`src/rtl/gray_bin.sv`:
```
// rtl/gray_bin.sv - registered Gray<->binary converter with Gray adjacency checker
module gray_bin #(
  parameter int WIDTH = 4
) (
  input  logic             clk,
  input  logic             rst,
  input  logic             in_valid,
  input  logic             mode,
  input  logic [WIDTH-1:0] a,
  output logic [WIDTH-1:0] c,
  output logic             out_valid,
  output logic             step_err
);

  logic [WIDTH-1:0] prev_a;
  logic             hist_v;
  logic [WIDTH-1:0] bin_word;
  logic [WIDTH-1:0] gray_word;
  logic [WIDTH-1:0] diff;
  logic             multi_bit;

  // Each binary bit is the XOR of all Gray bits at or above it.
  always_comb begin
    bin_word = '0;
    for (int i = 0; i < WIDTH; i++) begin
      bin_word[i] = ^(a >> i);
    end
  end

  assign gray_word = a ^ (a >> 1);
  assign diff      = a ^ prev_a;
  // Clearing the lowest set bit leaves something only if two or more bits differ.
  assign multi_bit = |(diff & (diff - WIDTH'(1)));

  always_ff @(posedge clk) begin
    if (rst) begin
      c         <= '0;
      out_valid <= 1'b0;
      step_err  <= 1'b0;
      prev_a    <= '0;
      hist_v    <= 1'b0;
    end else begin
      out_valid <= in_valid;
      if (in_valid) begin
        c        <= mode ? gray_word : bin_word;
        step_err <= !mode && hist_v && multi_bit;
        if (!mode) begin
          prev_a <= a;
          hist_v <= 1'b1;
        end else begin
          hist_v <= 1'b0;
        end
      end else begin
        step_err <= 1'b0;
      end
    end
  end

endmodule

```
`config.mk`:
```
export PLATFORM = sky130hd
export DESIGN_NAME = gray_bin
export DESIGN_NICKNAME = d
export VERILOG_FILES = /design/src/rtl/gray_bin.sv
export SDC_FILE = /design/constraint.sdc
export NUM_CORES = 1
export LEC_CHECK = 0
export CORE_AREA = 2 2 39 41
export DETAILED_ROUTE_END_ITERATION = 10
export DIE_AREA = 0 0 41 43
export PLACE_DENSITY = 0.73
export SLEW_MARGIN = 40
export SYNTH_ARGS = -nofsm -noshare
export SYNTH_HDL_FRONTEND = slang
export SYNTH_SLANG_ARGS = --single-unit
```
`constraint.sdc`:
```
create_clock -name clk -period 1.9 [get_ports clk]
set_input_delay 0.38 -clock clk [delete_from_list [all_inputs] [get_ports clk]]
set_output_delay 0.38 -clock clk [all_outputs]
set_load 0.01 [all_outputs]
```
==> results.yml, run 1 <==
yosys:
  synth_enable_flop_cells: 0
  syn_area_um2: 498
  synth_cells: 50
  synth-compound-area-share_pct: 10.6
  syn_area_per_cell_um2: 9.96
  synthMuxAreaShare_pct: 10.1
  ys_top_cells_by_area: "dfxtp_1 44%, xnor2_1 11%, mux2i_1 10%"
  synth_top_area_share_pct: 44.2
  synthDistinctLibCells: 19
  ys_ff_latch: 11
  yosysMostFrequentCell: "dfxtp_1"
  syn-num-nets: 58
  yosysTopAreaCell: "dfxtp_1"
  yosysSeqAreaShare_pct: 44.2
  synth-xor-area-share_pct: 14.1
  synth_top_family_by_area: "simple AND/OR/NAND/NOR gates"
  ys_top_cells_by_count: "11 x dfxtp_1, 7 x nor2_1, 6 x xnor2_1, 5 x mux2i_1, 3 x nand2b_1"
  yosys.area_share.adder_pct: 2.26
  synthFlopType: "dfxtp_1"
  async_reset_ff_share_pct: 0
  yosysWarnings: 0
  yosys.area_share.simple_pct: 14.6
global_route:
  grt_usage_pct: 14.0
  gr-total-overflow: 0
  grt_pass1_wl_um: 1620
  grt_antenna_before_repair: 0
  grt_max_degree: 10
  grt_pass1_vias: 393
sta:
  fin_crit_ns: 1.56
  slew_viol_final: 0
  rsz0062_at_grt: "no"
  fin_crit_sh_pct: 82.2
  fin_ws_ns: 0.339
  max_freq_ghz: 0.641
  skew_ns: 0.00125
  setup_violations: 0
  slew_headroom_pct: 84.4
  worstMarginPinSlew_ns: 0.233
  finalSetupTns_ns: 0
  hold_violations: 0
  hold_ws_ns: 0.484
power_and_ir_drop:
  vdd_drop_max_mv: 0.357
  p_total_mw: 0.511
  p_leak_nw: 0.264
  p_per_area_nw_per_um2: 732
place:
  dp_cells: 81
  dp.final_hpwl_um: 712
  preCtsSetupSlack_ns: 0.0687
  io_buffers: 13
  gp_congestion: 0.713
finish:
  fill_cells: 138
  nets: 78
  area_growth_pct: 40.2
  n_antenna_cell: 0
  layout-drive-gt1-share_pct: 17.4
  instances_no_fill: 85
floorplanning:
  core_area_um2: 1380
  io_pins: 14
  die-height_um: 43
  rows: 14
  fp.dieW_um: 41
  die-area_um2: 1760
  start_util_pct: 36.0
critical_path:
  start_kind: "input port"
  worstPathArrival_ns: 1.72
  slowest_delay_ns: 0.51
  cp_slowest_cell: "clkdlybuf4s50_1"
  startpoint: "a[3]"
  path_class: "input port to register"
  cp_max_fo: 5
  cp_cell_sequence: "clkdlybuf4s50_1, xnor2_1, maj3_2, a2111oi_2"
  endpoint_kind: "register"
  cp_data_required_time_ns: 2.06
  worstReg2RegStart: "prev_a[3]$_SDFFE_PP0P_"
clocking:
  cts_tree: "built"
  cts_max_path_buffers: 2
  cts_root_buf: "clkbuf_4"
  cts.sinks: 11
  post_cts_buffers: 0
  path_clk_slew_ns: 0.07
  worstSkewPairLatency_ns: 0.26
  postCtsResizedCells: 0
  htree_levels: 1
  cts_inserted_buffers: 3
  hold_buffers: 0
drt:
  vias_per_cell: 4.65
  drc: 0
  wl_per_cell_um: 10.7
  wl_um: 912
  dr.pass1.iters: 4
  ant_nets: 0
  vias: 395
  initialDrtViolationCount: 3
worst_hold_path:
  hold_path.class: "register to register"
  hold_start: "c[1]$_SDFFE_PP0P_"
flow_run:
  drv_cap: 0
status:
  outcome: "finished clean"
## cell families after synthesis
kind of cell | after synthesis
compound gates | 6
xor+xnor | 8
fa+ha+maj | 1
buf+inv | 5
flops | 11
mux | 5
simple gates | 14
## per-layer routing
| layer | vias up | share of wire, % | global-route usage (%) |
|---|---|---|---|
| met5 | - | 0 | 0 |
| met4 | 0 | 1.5 | 10.0 |
| met3 | 2 | 3.5 | 3.14 |
| met2 | 7 | 50 | 20.3 |
| met1 | 178 | 44 | 17.1 |
| li1 | 208 | - | - |
## flip-flops by register name, indices dropped and copies added (netlist names)
name       flops
step_err       1
c              4
hist_v         1
out_valid      1
prev_a         4
## path summary, 6_finish.rpt
check	cells past startpoint	endpoint	slack, ns
worst max-delay path	4	step_err$_SDFF_PP0_	0.34
worst min-delay path	2	c[1]$_SDFFE_PP0P_	0.48
worst max register to register	3	step_err$_SDFF_PP0_	0.68
worst min register to register	2	c[1]$_SDFFE_PP0P_	0.48
## report_power, final
part           internal, mW  leakage, nW  switching, mW
clock network        0.0811       0.0150         0.0745
registers             0.245       0.0906        0.00680
logic                0.0603        0.158         0.0435
total                 0.386        0.264          0.125
## area by class of cell
cell class              count  area, um^2  area share, %
clock buffers               4        26.3           3.76
inverters                   2        7.51           1.08
multi-input cells          34         256           36.7
flip-flops and latches     11         220           31.5
well taps                  16        20.0           2.87
repair buffers             18         168           24.0
## through the flow
stage / utilization, % / cell area, um^2
finish: 50.5 / 698
global placement: 48.6 / 672
floorplan: - / 498
CTS: 50.5 / 698
global route: 50.5 / 698
detailed placement: 48.6 / 672
## placed cells by master (no fill, tap or decap), drive strengths merged, types with 3 or more instances in the layout
master          n
xnor2           6
nor2            7
mux2i           5
dfxtp          11
buf             5
clkbuf          4
nand2b          3
clkdlybuf4s50  13
## critical path, delay by kind of cell
| family | cells | cell delay [ns] |
|---|---|---|
| buffers and inverters | 1 | 0.51 |
| AO/OA/AOI/OAI | 1 | 0.33 |
| adder cells (fa/ha/maj) | 1 | 0.32 |
| XOR/XNOR | 1 | 0.18 |
(Power assumes the default switching activity.)
==> inputs of run 2 (changes only) <==
==> constraint.sdc (replaced) <==
create_clock -name clk -period 1.6 [get_ports clk]
set_input_delay 0.32 -clock clk [delete_from_list [all_inputs] [get_ports clk]]
set_output_delay 0.32 -clock clk [all_outputs]
set_load 0.01 [all_outputs]
==> results.yml, run 2 (synthesis gave the netlist of run 1 again) <==
status:
  outcome: "finished clean"
place:
  dpl_cell_area_um2: 709
  dp.final_hpwl_um: 753
  preCtsSetupSlack_ns: -0.128
  io_buffers: 13
  dp_cells: 86
  gp_congestion: 0.716
drt:
  drc: 0
  initialDrtViolationCount: 4
  ant_nets: 0
  vias: 418
  vias_per_cell: 4.64
  dr.pass1.iters: 2
  wl_per_cell_um: 10.4
  wl_um: 932
sta:
  fin_crit_ns: 1.45
  rsz0062_at_grt: "no"
  setup_violations: 0
  skew_ns: 0.00424
  max_freq_ghz: 0.691
  hold_violations: 0
  fin_ws_ns: 0.153
  worstMarginPinSlew_ns: 0.238
  slew_viol_final: 0
  hold_ws_ns: 0.479
  fin_crit_sh_pct: 90.4
  slew_headroom_pct: 84.1
critical_path:
  cp.depth: 1
  cp_top_family: "buffers and inverters"
  worstPathArrival_ns: 1.13
  start_kind: "register"
  worstReg2RegStart: "prev_a[0]$_SDFFE_PP0P_"
  cp_max_fo: 2
  cp_data_required_time_ns: 1.28
  reg2reg_depth: 3
  slowest_delay_ns: 0.53
  worst-path-buf-inv: 1
  path_class: "register to output pin"
  endpoint_kind: "output pin"
  startpoint: "c[3]$_SDFFE_PP0P_"
  r2r-end: "step_err$_SDFF_PP0_"
  r2r_slack_ns: 0.39
  cp_cell_sequence: "clkdlybuf4s50_1"
  cp_slowest_cell: "clkdlybuf4s50_1"
  endpoint: "c[3]"
power_and_ir_drop:
  p_per_area_nw_per_um2: 850
  vdd_drop_max_mv: 0.317
  p_leak_nw: 0.288
  power_switching_mw: 0.158
  combPwrFrac_pct: 21.5
  sequentialPowerShare_pct: 47.7
  power.share.switching_pct: 25.2
  intPower_mw: 0.468
  clkPwrFrac_pct: 30.8
clocking:
  cts_inserted_buffers: 3
  path_clk_slew_ns: 0.07
  cts_root_buf: "clkbuf_4"
  postCtsResizedCells: 0
  worstSkewPairLatency_ns: 0.27
  cts.sinks: 11
  htree_levels: 1
  cts_tree: "built"
  post_cts_buffers: 0
  hold_buffers: 0
  cts_max_path_buffers: 2
finish:
  instances_no_fill: 90
  layout_commonest_cell: "clkdlybuf4s50_1"
  final_cell_mix: "13 x clkdlybuf4s50_1, 11 x dfxtp_1, 10 x buf_4"
  reg_top3: "c: 4 flops, prev_a: 4 flops"
  nets: 83
  layout-drive-gt1-share_pct: 23.0
  finish.utilization_pct: 53.2
  stdcell_area_um2: 736
  area_growth_pct: 47.7
  n_antenna_cell: 0
  fill_cells: 129
floorplanning:
  rows: 14
  die-area_um2: 1760
  core_area_um2: 1380
  io_pins: 14
  fp.dieW_um: 41
  start_util_pct: 36.0
  die-height_um: 43
global_route:
  grtUsageMet3_pct: 4.71
  gr-total-overflow: 0
  grt_usage_pct: 13.4
  grt_pass1_vias: 378
  grt_max_degree: 10
  top_usage_layer: "met2"
  grt_antenna_before_repair: 0
  grt_pass1_wl_um: 1520
  use_met2_pct: 19.4
  met1_usage_pct: 14.3
worst_hold_path:
  hold_start: "c[1]$_SDFFE_PP0P_"
  hold_path.class: "register to register"
flow_run:
  drv_cap: 0
==> run 2: worst min-delay path by stage <==
stage | to | slack (ns) | depth (start not counted)
floorplan | hist_v$_SDFFE_PP0P_ | 0.42 | 1
global placement | hist_v$_SDFFE_PP0P_ | 0.47 | 2
detailed placement | hist_v$_SDFFE_PP0P_ | 0.47 | 2
CTS | c[1]$_SDFFE_PP0P_ | 0.48 | 2
global route | step_err$_SDFF_PP0_ | 0.51 | 2
finish | c[1]$_SDFFE_PP0P_ | 0.48 | 2
==> run 2: stage by stage <==
| step | TNS, ns | total power, mW |
|---|---|---|
| global route | 0 | 0.666 |
| global placement | -0.156 | 0.438 |
| CTS | 0 | 0.637 |
| floorplan | 0 | 0.370 |
| finish | 0 | 0.625 |
| detailed placement | -0.196 | 0.441 |
==> run 2: power by group through the flow <==
| stage | clock, mW | sequential [mW] | combinational (mW) |
|---|---|---|---|
| finish | 0.192 | 0.298 | 0.135 |
| global route | 0.219 | 0.300 | 0.147 |
| CTS | 0.202 | 0.299 | 0.136 |
| detailed placement | 0 | 0.305 | 0.136 |
| global placement | 0 | 0.304 | 0.134 |
| floorplan | 0 | 0.309 | 0.0608 |
==> run 2: area by class of cell <==
class,count,area [um^2],area share [%]
clock buffers,4,26.3,3.57
inverters,2,7.51,1.02
multi-input cells,34,256,34.9
flip-flops and latches,11,220,29.9
well taps,16,20.0,2.72
repair buffers,23,205,27.9
==> run 2: per-layer routing <==
layer | vias to the layer above | wire length [um]
met4 | 0 | 12
li1 | 218 | -
met5 | - | 0
met2 | 7 | 467
met1 | 191 | 420
met3 | 2 | 31
==> run 2: tightest hold or removal path: stages (launching register included) <==
cell and delay [ns]:
dfxtp_1 0.31, nand2b_1 0.06, o22ai_1 0.06
==> inputs of run 3 (changes only) <==
--- a/config.mk
+++ b/config.mk
@@ -8,7 +8,9 @@
 export CORE_AREA = 2 2 39 41
 export DETAILED_ROUTE_END_ITERATION = 10
 export DIE_AREA = 0 0 41 43
-export PLACE_DENSITY = 0.73
+export DONT_BUFFER_PORTS = 1
+export PLACE_DENSITY = 0.6
+export SKIP_LAST_GASP = 1
 export SLEW_MARGIN = 40
 export SYNTH_ARGS = -nofsm -noshare
 export SYNTH_HDL_FRONTEND = slang
==> results.yml, run 3 (synthesis gave the netlist of run 1 again) <==
worst_hold_path:
  hold_path.class: "input port to register"
power_and_ir_drop:
  sequentialPowerShare_pct: 55.4
  clkPwrFrac_pct: 33.8
  p_leak_nw: 0.191
  p_per_area_nw_per_um2: 1040
  power.share.switching_pct: 23.4
  power_switching_mw: 0.129
  intPower_mw: 0.421
  vdd_drop_max_mv: 0.509
  combPwrFrac_pct: 10.8
sta:
  rsz0062_at_grt: "no"
  setup_violations: 0
  worstMarginPinSlew_ns: 0.457
  slew_viol_final: 0
  hold_ws_ns: 0.109
  hold_violations: 0
  max_freq_ghz: 0.791
  fin_crit_sh_pct: 79.0
  finalSetupTns_ns: 0
  fin_crit_ns: 1.26
  slew_headroom_pct: 69.5
  skew_ns: 0.00752
clocking:
  cts_max_path_buffers: 2
  htree_levels: 1
  cts_tree: "built"
  path_clk_slew_ns: 0.07
  post_cts_buffers: 0
  postCtsResizedCells: 0
  hold_buffers: 0
  cts_root_buf: "clkbuf_4"
  worstSkewPairLatency_ns: 0.27
  cts.sinks: 11
  cts_inserted_buffers: 3
flow_run:
  drv_cap: 0
critical_path:
  cp_cell_sequence: "xnor2_1, maj3_2, a2111oi_2"
  cp_data_required_time_ns: 1.76
  endpoint_kind: "register"
  path_class: "register to register"
  cp_slowest_cell: "a2111oi_2"
  worstPathArrival_ns: 1.42
  slowest_delay_ns: 0.37
  cp_max_fo: 2
  start_kind: "register"
place:
  gp_congestion: 0.703
  io_buffers: 0
floorplanning:
  die-area_um2: 1760
  fp.dieW_um: 41
  die-height_um: 43
  rows: 14
  start_util_pct: 36.0
  core_area_um2: 1380
  io_pins: 14
global_route:
  grt_pass1_vias: 322
  grt_antenna_before_repair: 0
  gr-total-overflow: 0
  grt_pass1_wl_um: 1390
  grt_max_degree: 11
  grt_usage_pct: 12.5
finish:
  final_cell_mix: "11 x dfxtp_1, 7 x nor2_1, 6 x xnor2_1"
  nets: 60
  finish.utilization_pct: 38.3
  layout_commonest_cell: "dfxtp_1"
  layout-drive-gt1-share_pct: 13.7
  area_growth_pct: 6.53
  n_antenna_cell: 0
  reg_top3: "c: 4 flops, prev_a: 4 flops"
drt:
  m1WireLength_um: 345
  top_layer_used: "met4"
  dr_wl_met2_um: 373
  dr.pass1.iters: 2
  met3_length_um: 78
  initialDrtViolationCount: 2
  ant_nets: 0
  vias_per_cell: 4.84
  wl_um: 821
  wl_per_cell_um: 12.3
  drc: 0
  vias: 324
status:
  outcome: "finished clean"
## run 3: metrics by stage
stage | setup WS [ns] | cell area (um^2) | total power [mW] | std cells
after global routing | 0.239 | 531 | 0.582 | 67
after floorplan | 0.271 | 498 | 0.370 | 50
after global placement | 0.352 | 504 | 0.372 | 63
after detailed placement | 0.330 | 504 | 0.372 | 63
final | 0.336 | 531 | 0.550 | 67
after CTS | 0.310 | 531 | 0.563 | 67
## run 3: power groups by stage
stage	Combinational (mW)	Clock [mW]	Sequential (mW)
floorplan	0.0608	0	0.309
global placement	0.0608	0	0.311
detailed placement	0.0606	0	0.312
CTS	0.0607	0.197	0.305
global route	0.0673	0.208	0.307
finish	0.0595	0.186	0.305
## run 3: worst max-delay path, delay by kind of cell (launching register included)
family                   cells  cell delay (ns)
flip-flops                   1             0.32
adder cells (fa/ha/maj)      1             0.32
XOR/XNOR                     1             0.14
AO/OA/AOI/OAI                1             0.37
## run 3: path summary, 6_finish.rpt
path         slack (ns)  cells past startpoint                     end                    from
max                0.34                      3     step_err$_SDFF_PP0_  prev_a[0]$_SDFFE_PP0P_
min                0.11                      1  prev_a[3]$_SDFFE_PP0P_                     rst
max reg2reg        0.34                      3     step_err$_SDFF_PP0_  prev_a[0]$_SDFFE_PP0P_
min reg2reg        0.48                      2     hist_v$_SDFFE_PP0P_     hist_v$_SDFFE_PP0P_
## run 3: cell type report
cell class | instances | area [um^2]
Fill cell | 143 | 853
Tap cell | 16 | 20.0
Multi-Input combinational cell | 34 | 256
Sequential cell | 11 | 220
Clock buffer | 4 | 26.3
Inverter | 2 | 7.51
## run 3: per-layer routing
layer	track usage [%]	vias to the layer above
met2	16.6	11
met1	14.0	135
met5	0	-
li1	-	173
met4	8.00	0
met3	8.38	5
